### config.mk
export PLATFORM = sky130hd
export DESIGN_NAME = scan_chain_ctrl_flat
export DESIGN_NICKNAME = d
export VERILOG_FILES = /design/src/rtl/scan_chain_ctrl_if.sv /design/src/rtl/scan_chain_ctrl.sv /design/src/flat_wrapper.sv
export SDC_FILE = /design/constraint.sdc
export NUM_CORES = 1
export LEC_CHECK = 0
export CORE_UTILIZATION = 53
export DETAILED_ROUTE_END_ITERATION = 10
export PLACE_DENSITY = 0.78
export SLEW_MARGIN = 40
export SYNTH_ARGS = -nofsm -noshare
export SYNTH_HDL_FRONTEND = slang
export SYNTH_SLANG_ARGS = --single-unit
### constraint.sdc
create_clock -name clk -period 2.3 [get_ports clk]
set_input_delay 0.46 -clock clk [delete_from_list [all_inputs] [get_ports clk]]
set_output_delay 0.46 -clock clk [all_outputs]
set_load 0.01 [all_outputs]
### src/rtl/scan_chain_ctrl_if.sv
// Host-side handshake for the scan-chain controller: operation request and
// pattern in, status and read-back data out.
interface scan_chain_ctrl_if #(
    parameter int CHAIN_LEN = 8
) ();
    logic                 start;
    logic                 skip_reset;
    logic [CHAIN_LEN-1:0] pattern;
    logic                 busy;
    logic                 done;
    logic [CHAIN_LEN-1:0] capture;

    modport master (
        output start, skip_reset, pattern,
        input  busy, done, capture
    );

    modport slave (
        input  start, skip_reset, pattern,
        output busy, done, capture
    );
endinterface

### src/rtl/scan_chain_ctrl.sv
// Scan-chain loader/reader: divided scan clock, optional chain-reset pulse,
// LSB-first shift-in of a pattern with simultaneous capture of the old contents.
module scan_chain_ctrl #(
    parameter int   CHAIN_LEN   = 8,
    parameter int   DIV_LOG2    = 7,
    parameter int   RESET_TICKS = 11,
    parameter logic IDLE_DIN    = 1'b1
) (
    input  logic                clk,
    input  logic                rst_n,
    scan_chain_ctrl_if.slave    host,
    input  logic                scan_sout,
    output logic                scan_clk,
    output logic                scan_din,
    output logic                scan_reset,
    output logic [2:0]          state
);
    localparam int IDX_W = $clog2(CHAIN_LEN + 1);
    localparam int RST_W = $clog2(RESET_TICKS + 1);
    localparam logic [DIV_LOG2-1:0] RISE_CNT = DIV_LOG2'((1 << (DIV_LOG2 - 1)) - 1);

    typedef enum logic [2:0] {
        ST_IDLE  = 3'd0,
        ST_RESET = 3'd1,
        ST_SHIFT = 3'd2,
        ST_DONE  = 3'd3
    } state_t;

    state_t               st;
    logic [DIV_LOG2-1:0]  div_cnt;
    logic [DIV_LOG2-1:0]  div_nxt;
    logic                 fall_tick;
    logic                 rise_tick;
    logic                 start_d;
    logic                 start_rise;
    logic                 start_ok;
    logic                 start_pend;
    logic                 accept;
    logic                 busy_q;
    logic                 done_q;
    logic [CHAIN_LEN-1:0] cap_q;
    logic [CHAIN_LEN-1:0] sh_q;
    logic [IDX_W-1:0]     idx;
    logic [RST_W-1:0]     rst_cnt;

    assign div_nxt   = div_cnt + DIV_LOG2'(1);
    assign fall_tick = (div_cnt == '1);
    assign rise_tick = (div_cnt == RISE_CNT);

    assign start_rise = host.start & ~start_d;
    // The DONE->IDLE edge still shows busy=1, yet an edge there must be kept.
    assign start_ok   = ~busy_q | (fall_tick & (st == ST_DONE));
    assign accept     = fall_tick & (st == ST_IDLE) & start_pend;

    assign host.busy    = busy_q;
    assign host.done    = done_q;
    assign host.capture = cap_q;
    assign state        = st;

    always_ff @(posedge clk or negedge rst_n) begin
        if (!rst_n) begin
            div_cnt  <= '0;
            scan_clk <= 1'b0;
        end else begin
            div_cnt  <= div_nxt;
            scan_clk <= div_nxt[DIV_LOG2-1];
        end
    end

    always_ff @(posedge clk or negedge rst_n) begin
        if (!rst_n) begin
            start_d    <= 1'b0;
            start_pend <= 1'b0;
        end else begin
            start_d <= host.start;
            if (accept)
                start_pend <= 1'b0;
            else if (start_rise && start_ok)
                start_pend <= 1'b1;
        end
    end

    always_ff @(posedge clk or negedge rst_n) begin
        if (!rst_n) begin
            st         <= ST_IDLE;
            scan_din   <= IDLE_DIN;
            scan_reset <= 1'b0;
            busy_q     <= 1'b0;
            done_q     <= 1'b0;
            cap_q      <= '0;
            sh_q       <= '0;
            idx        <= '0;
            rst_cnt    <= '0;
        end else begin
            done_q <= 1'b0;
            // idx counts bits already driven; no sample until bit 0 is on the pin.
            if (rise_tick && st == ST_SHIFT && idx != '0)
                cap_q <= (cap_q >> 1) | (CHAIN_LEN'(scan_sout) << (CHAIN_LEN - 1));
            if (fall_tick) begin
                case (st)
                    ST_IDLE: begin
                        scan_din   <= IDLE_DIN;
                        scan_reset <= 1'b0;
                        if (start_pend) begin
                            sh_q    <= host.pattern;
                            busy_q  <= 1'b1;
                            idx     <= '0;
                            rst_cnt <= '0;
                            st      <= host.skip_reset ? ST_SHIFT : ST_RESET;
                        end
                    end
                    ST_RESET: begin
                        if (rst_cnt == RST_W'(RESET_TICKS)) begin
                            scan_reset <= 1'b0;
                            scan_din   <= sh_q[0];
                            sh_q       <= sh_q >> 1;
                            idx        <= IDX_W'(1);
                            st         <= ST_SHIFT;
                        end else begin
                            scan_reset <= 1'b1;
                            rst_cnt    <= rst_cnt + RST_W'(1);
                        end
                    end
                    ST_SHIFT: begin
                        if (idx == IDX_W'(CHAIN_LEN)) begin
                            scan_din <= IDLE_DIN;
                            done_q   <= 1'b1;
                            st       <= ST_DONE;
                        end else begin
                            scan_din <= sh_q[0];
                            sh_q     <= sh_q >> 1;
                            idx      <= idx + IDX_W'(1);
                        end
                    end
                    ST_DONE: begin
                        busy_q <= 1'b0;
                        st     <= ST_IDLE;
                    end
                    default: begin
                        scan_din   <= IDLE_DIN;
                        scan_reset <= 1'b0;
                        busy_q     <= 1'b0;
                        st         <= ST_IDLE;
                    end
                endcase
            end
        end
    end
endmodule

### src/flat_wrapper.sv
// flat-port wrapper written by rule: the top's interface ports become plain ports
module scan_chain_ctrl_flat 
#(
    parameter int   CHAIN_LEN   = 8,
    parameter int   DIV_LOG2    = 7,
    parameter int   RESET_TICKS = 11,
    parameter logic IDLE_DIN    = 1'b1
)
  (clk, rst_n, scan_sout, scan_clk, scan_din, scan_reset, state, host_start, host_skip_reset, host_pattern, host_busy, host_done, host_capture);
  scan_chain_ctrl_if #(.CHAIN_LEN(CHAIN_LEN)) host_i ();
  input  logic clk;
  input  logic rst_n;
  input  logic scan_sout;
  output logic scan_clk;
  output logic scan_din;
  output logic scan_reset;
  output logic [2:0] state;
  input wire logic [$bits(host_i.start)-1:0] host_start;
  input wire logic [$bits(host_i.skip_reset)-1:0] host_skip_reset;
  input wire logic [$bits(host_i.pattern)-1:0] host_pattern;
  output wire logic [$bits(host_i.busy)-1:0] host_busy;
  output wire logic [$bits(host_i.done)-1:0] host_done;
  output wire logic [$bits(host_i.capture)-1:0] host_capture;
  assign host_i.start = host_start;
  assign host_i.skip_reset = host_skip_reset;
  assign host_i.pattern = host_pattern;
  assign host_busy = host_i.busy;
  assign host_done = host_i.done;
  assign host_capture = host_i.capture;
  scan_chain_ctrl #(.CHAIN_LEN(CHAIN_LEN), .DIV_LOG2(DIV_LOG2), .RESET_TICKS(RESET_TICKS), .IDLE_DIN(IDLE_DIN)) u_core (.clk(clk), .rst_n(rst_n), .host(host_i), .scan_sout(scan_sout), .scan_clk(scan_clk), .scan_din(scan_din), .scan_reset(scan_reset), .state(state));
endmodule
==> impl_metrics.json <==
{
  "status": "finished clean",
  "syn_nets": 187,
  "vdd_ir_drop_max_v": 0.0004441,
  "antenna_found_initial": 0,
  "r2r_start": "u_core.state[0]",
  "fin_util": 0.6948,
  "p_comb_frac": 0.047,
  "drive_above_1_share": 0.1818,
  "critPathCapture": "u_core.rst_cnt[1]",
  "ios": 29,
  "cap_violations": 0,
  "clk-insertion-delay-late_ns": 0.29,
  "clkPwrFrac": 0.401,
  "die_w_um": 63.15,
  "wirelength_mm": 3.783,
  "postRouteAntennaNets": 0,
  "synth_area_leaders": "dfrtp_1 (48%), mux2_1 (6.3%), mux2_4 (6.1%)",
  "place_hpwl_mm": 2.819,
  "rsz0062_at_grt": "no",
  "placement.io_buffers": 27,
  "ys_seq_area_frac": 0.4931,
  "synth_area_leader_cell": "dfrtp_1",
  "finalMaxSlewViolations": 0,
  "critPathSlowestCell": "dfrtp_1",
  "die_h_um": 63.15,
  "synthToLayoutAreaGrowth_pct": 21.59,
  "p_sw_frac": 0.2145,
  "worst_pin_slew_ns": 0.5538,
  "p_leak_nw": 1.105,
  "worstPathRequired_ns": 2.48,
  "pwr-share-seq": 0.552,
  "skew_ns": 0.005498,
  "die_area_sq_um": 3988,
  "rrSetupSlack_ns": 0.23,
  "async_reset_ff_frac": 1.000,
  "r2r-end": "u_core.rst_cnt[1]",
  "routabilityCongestion": 0.7915,
  "syn_area_sq_um": 1982,
  "grt_pass1_wl_mm": 6.686,
  "hold_class": "in -> async",
  "crit_chain": "inv_1 > ha_1 > nor2b_1 > or3_4 > or3_1 > a32o_1",
  "p_sw_mw": 0.2742,
  "track_usage": 0.2189,
  "synth_cells": 165,
  "htreeDepth": 2,
  "postSynthAreaPerCell_sq_um": 12.01,
  "crit_arrival_ns": 2.25,
  "start_util": 0.5714,
  "synth_top_area_frac": 0.4798,
  "cts.sinks": 39,
  "ys_warn_count": 0,
  "synth_top_flop_cell": "dfrtp_1",
  "fin_crit_ns": 2.069,
  "drc": 0,
  "setup_tns_ns": 0,
  "detail_route.wl_per_cell_um": 15.50,
  "clk_pin_slew_ns": 0.08,
  "first_iter_violations": 81,
  "grt_pass1_vias": 1383,
  "cts_tree": "done",
  "final_hold_viol_count": 0,
  "slowest_delay_ns": 0.43,
  "gr-total-overflow": 0,
  "first_pass_iters": 4,
  "r2r.worst_path.cells": 6,
  "core-area_sq_um": 3468,
  "crit_type": "reg -> reg",
  "root_buffer": "clkbuf_8",
  "fillers": 275,
  "p_int_mw": 1.004,
  "cp_max_fo": 6,
  "cts_buffer_depth": 2,
  "nNetsFinal": 219,
  "ys_types": 45,
  "antenna_cells": 0,
  "post-route-period-util": 0.8998,
  "fmax_ghz": 0.4832,
  "cts_buffers": 5,
  "crit_path_start": "u_core.state[0]",
  "setup_viol": 0,
  "synth-edff-count": 0,
  "power_density_nw_per_um2": 530.4,
  "ctsHoldBuffers": 0,
  "route.vias.total": 1368,
  "num_rows": 21,
  "relSlewSlack": 0.6308,
  "cp-start-kind": "register",
  "vias_per_cell": 5.607,
  "ys_ff_latch": 39,
  "grt_max_degree": 40,
  "endpoint_kind": "register"
}
[Yosys cell counts (2+ instances only)]
cell type / instances
mux2_1: 11
dfrtp_1: 38
o21ai_0: 4
mux2_2: 8
nand3b_1: 2
nor3_1: 5
nor2_1: 8
inv_1: 6
nand3_1: 8
mux2i_1: 4
o2bb2ai_1: 2
a21oi_1: 5
clkbuf_1: 3
xor2_1: 2
ha_1: 9
nor3b_1: 2
nand2_1: 8
a32o_1: 2
nor2b_1: 3
xnor2_1: 3
mux2_4: 8
[placed cells by master (no fill, tap or decap), types with 4 or more instances in the layout]
master	netlist	layout
dfrtp_1	38	38
clkdlybuf4s50_1	0	26
mux2_1	11	11
ha_1	9	9
nand2_1	8	8
nand3_1	8	8
nor2_1	8	8
mux2_2	8	8
mux2_4	8	8
clkbuf_8	0	7
inv_1	6	6
a21oi_1	5	5
nor3_1	5	5
buf_4	1	5
o21ai_0	4	4
mux2i_1	4	4
[how the worst min path moves through the flow]
stage | cells after the start | from | slack [ns] | to
after CTS | 1 | rst_n | 0.30 | u_core.rst_cnt[2]
after global routing | 1 | rst_n | 0.16 | u_core.rst_cnt[3]
after detailed placement | 1 | u_core.div_cnt[0] | 0.44 | u_core.div_cnt[0]
after floorplan | 0 | rst_n | 0.16 | u_core.div_cnt[0]
after global placement | 1 | u_core.div_cnt[0] | 0.43 | u_core.div_cnt[0]
final | 1 | rst_n | 0.13 | u_core.rst_cnt[2]
[state kept, by name (all words and copies together) (netlist names)]
register             cells
u_core.start_d           1
u_core.div_cnt           7
u_core.rst_cnt           4
u_core.scan_reset        1
u_core.idx               4
u_core.state             2
u_core.start_pend        1
u_core.sh_q              8
u_core.host.capture      8
u_core.host.done         1
u_core.scan_din          1
u_core.host.busy         1
[cell families (layout without fill, tap and decap cells)]
| group | after synthesis | after routing | share of synthesized area |
|---|---|---|---|
| multiplexers | 31 | 31 | 0.1888 |
| AND/OR/NAND/NOR | 51 | 51 | 0.1503 |
| flip-flops | 39 | 39 | 0.4931 |
| adder cells (fa/ha/maj) | 9 | 9 | 0.05682 |
| other | 1 | 1 | 0.001892 |
| buffers and inverters | 12 | 45 | 0.02904 |
| AO/OA/AOI/OAI | 17 | 17 | 0.05809 |
| XOR/XNOR | 5 | 5 | 0.02210 |
[worst max-delay path, delay by kind of cell, from the launching register on]
kind	cells	cell delay, ns
compound gates	1	0.23
buf+inv	1	0.12
flops	1	0.43
fa+ha+maj	1	0.24
simple gates	3	0.94
[power groups by stage]
stage	combinational (mW)	clock (mW)	sequential, mW
floorplan	0.0237	0	0.717
global placement	0.0580	0	0.718
detailed placement	0.0614	0	0.719
CTS	0.0616	0.525	0.705
global route	0.0680	0.547	0.707
finish	0.0605	0.512	0.705
[final cells by class]
| class | count | area, sq um | share of cell area |
|---|---|---|---|
| Clock buffer | 7 | 96.34 | 0.03998 |
| Clock inverter | 1 | 7.507 | 0.003115 |
| Inverter | 6 | 22.52 | 0.009346 |
| Multi-Input combinational cell | 114 | 950.9 | 0.3946 |
| Sequential cell | 39 | 977.2 | 0.4055 |
| Tap cell | 46 | 57.56 | 0.02388 |
| Timing Repair Buffer | 31 | 297.8 | 0.1236 |
[metrics by stage]
step	area (sq um)	setup WS, ns	instances	hold slack [ns]	total power [mW]
6_report	2410	0.2305	244	0.1261	1.278
2_1_floorplan	1982	0.2257	165	0.1644	0.7404
3_5_place_dp	2300	0.1268	236	0.4410	0.7804
5_1_grt	2410	0.1244	244	0.1600	1.322
3_3_place_gp	2300	0.1887	236	0.4349	0.7762
4_1_cts	2404	0.1057	244	0.2981	1.292
[timing repair]
action / in CTS / in global routing
buffers inserted: 0 / 0
setup endpoints to repair: 0 / 8
gates resized for setup: 0 / 1
[routing by layer]
metal	routed length, um	global-route usage	vias to the layer above
li1	-	-	648
met3	141	0.04891	5
met1	1634	0.2636	673
met4	59	0.08430	0
met5	0	0	-
met2	1948	0.3777	42
Power figures use the tool's default switching activity.
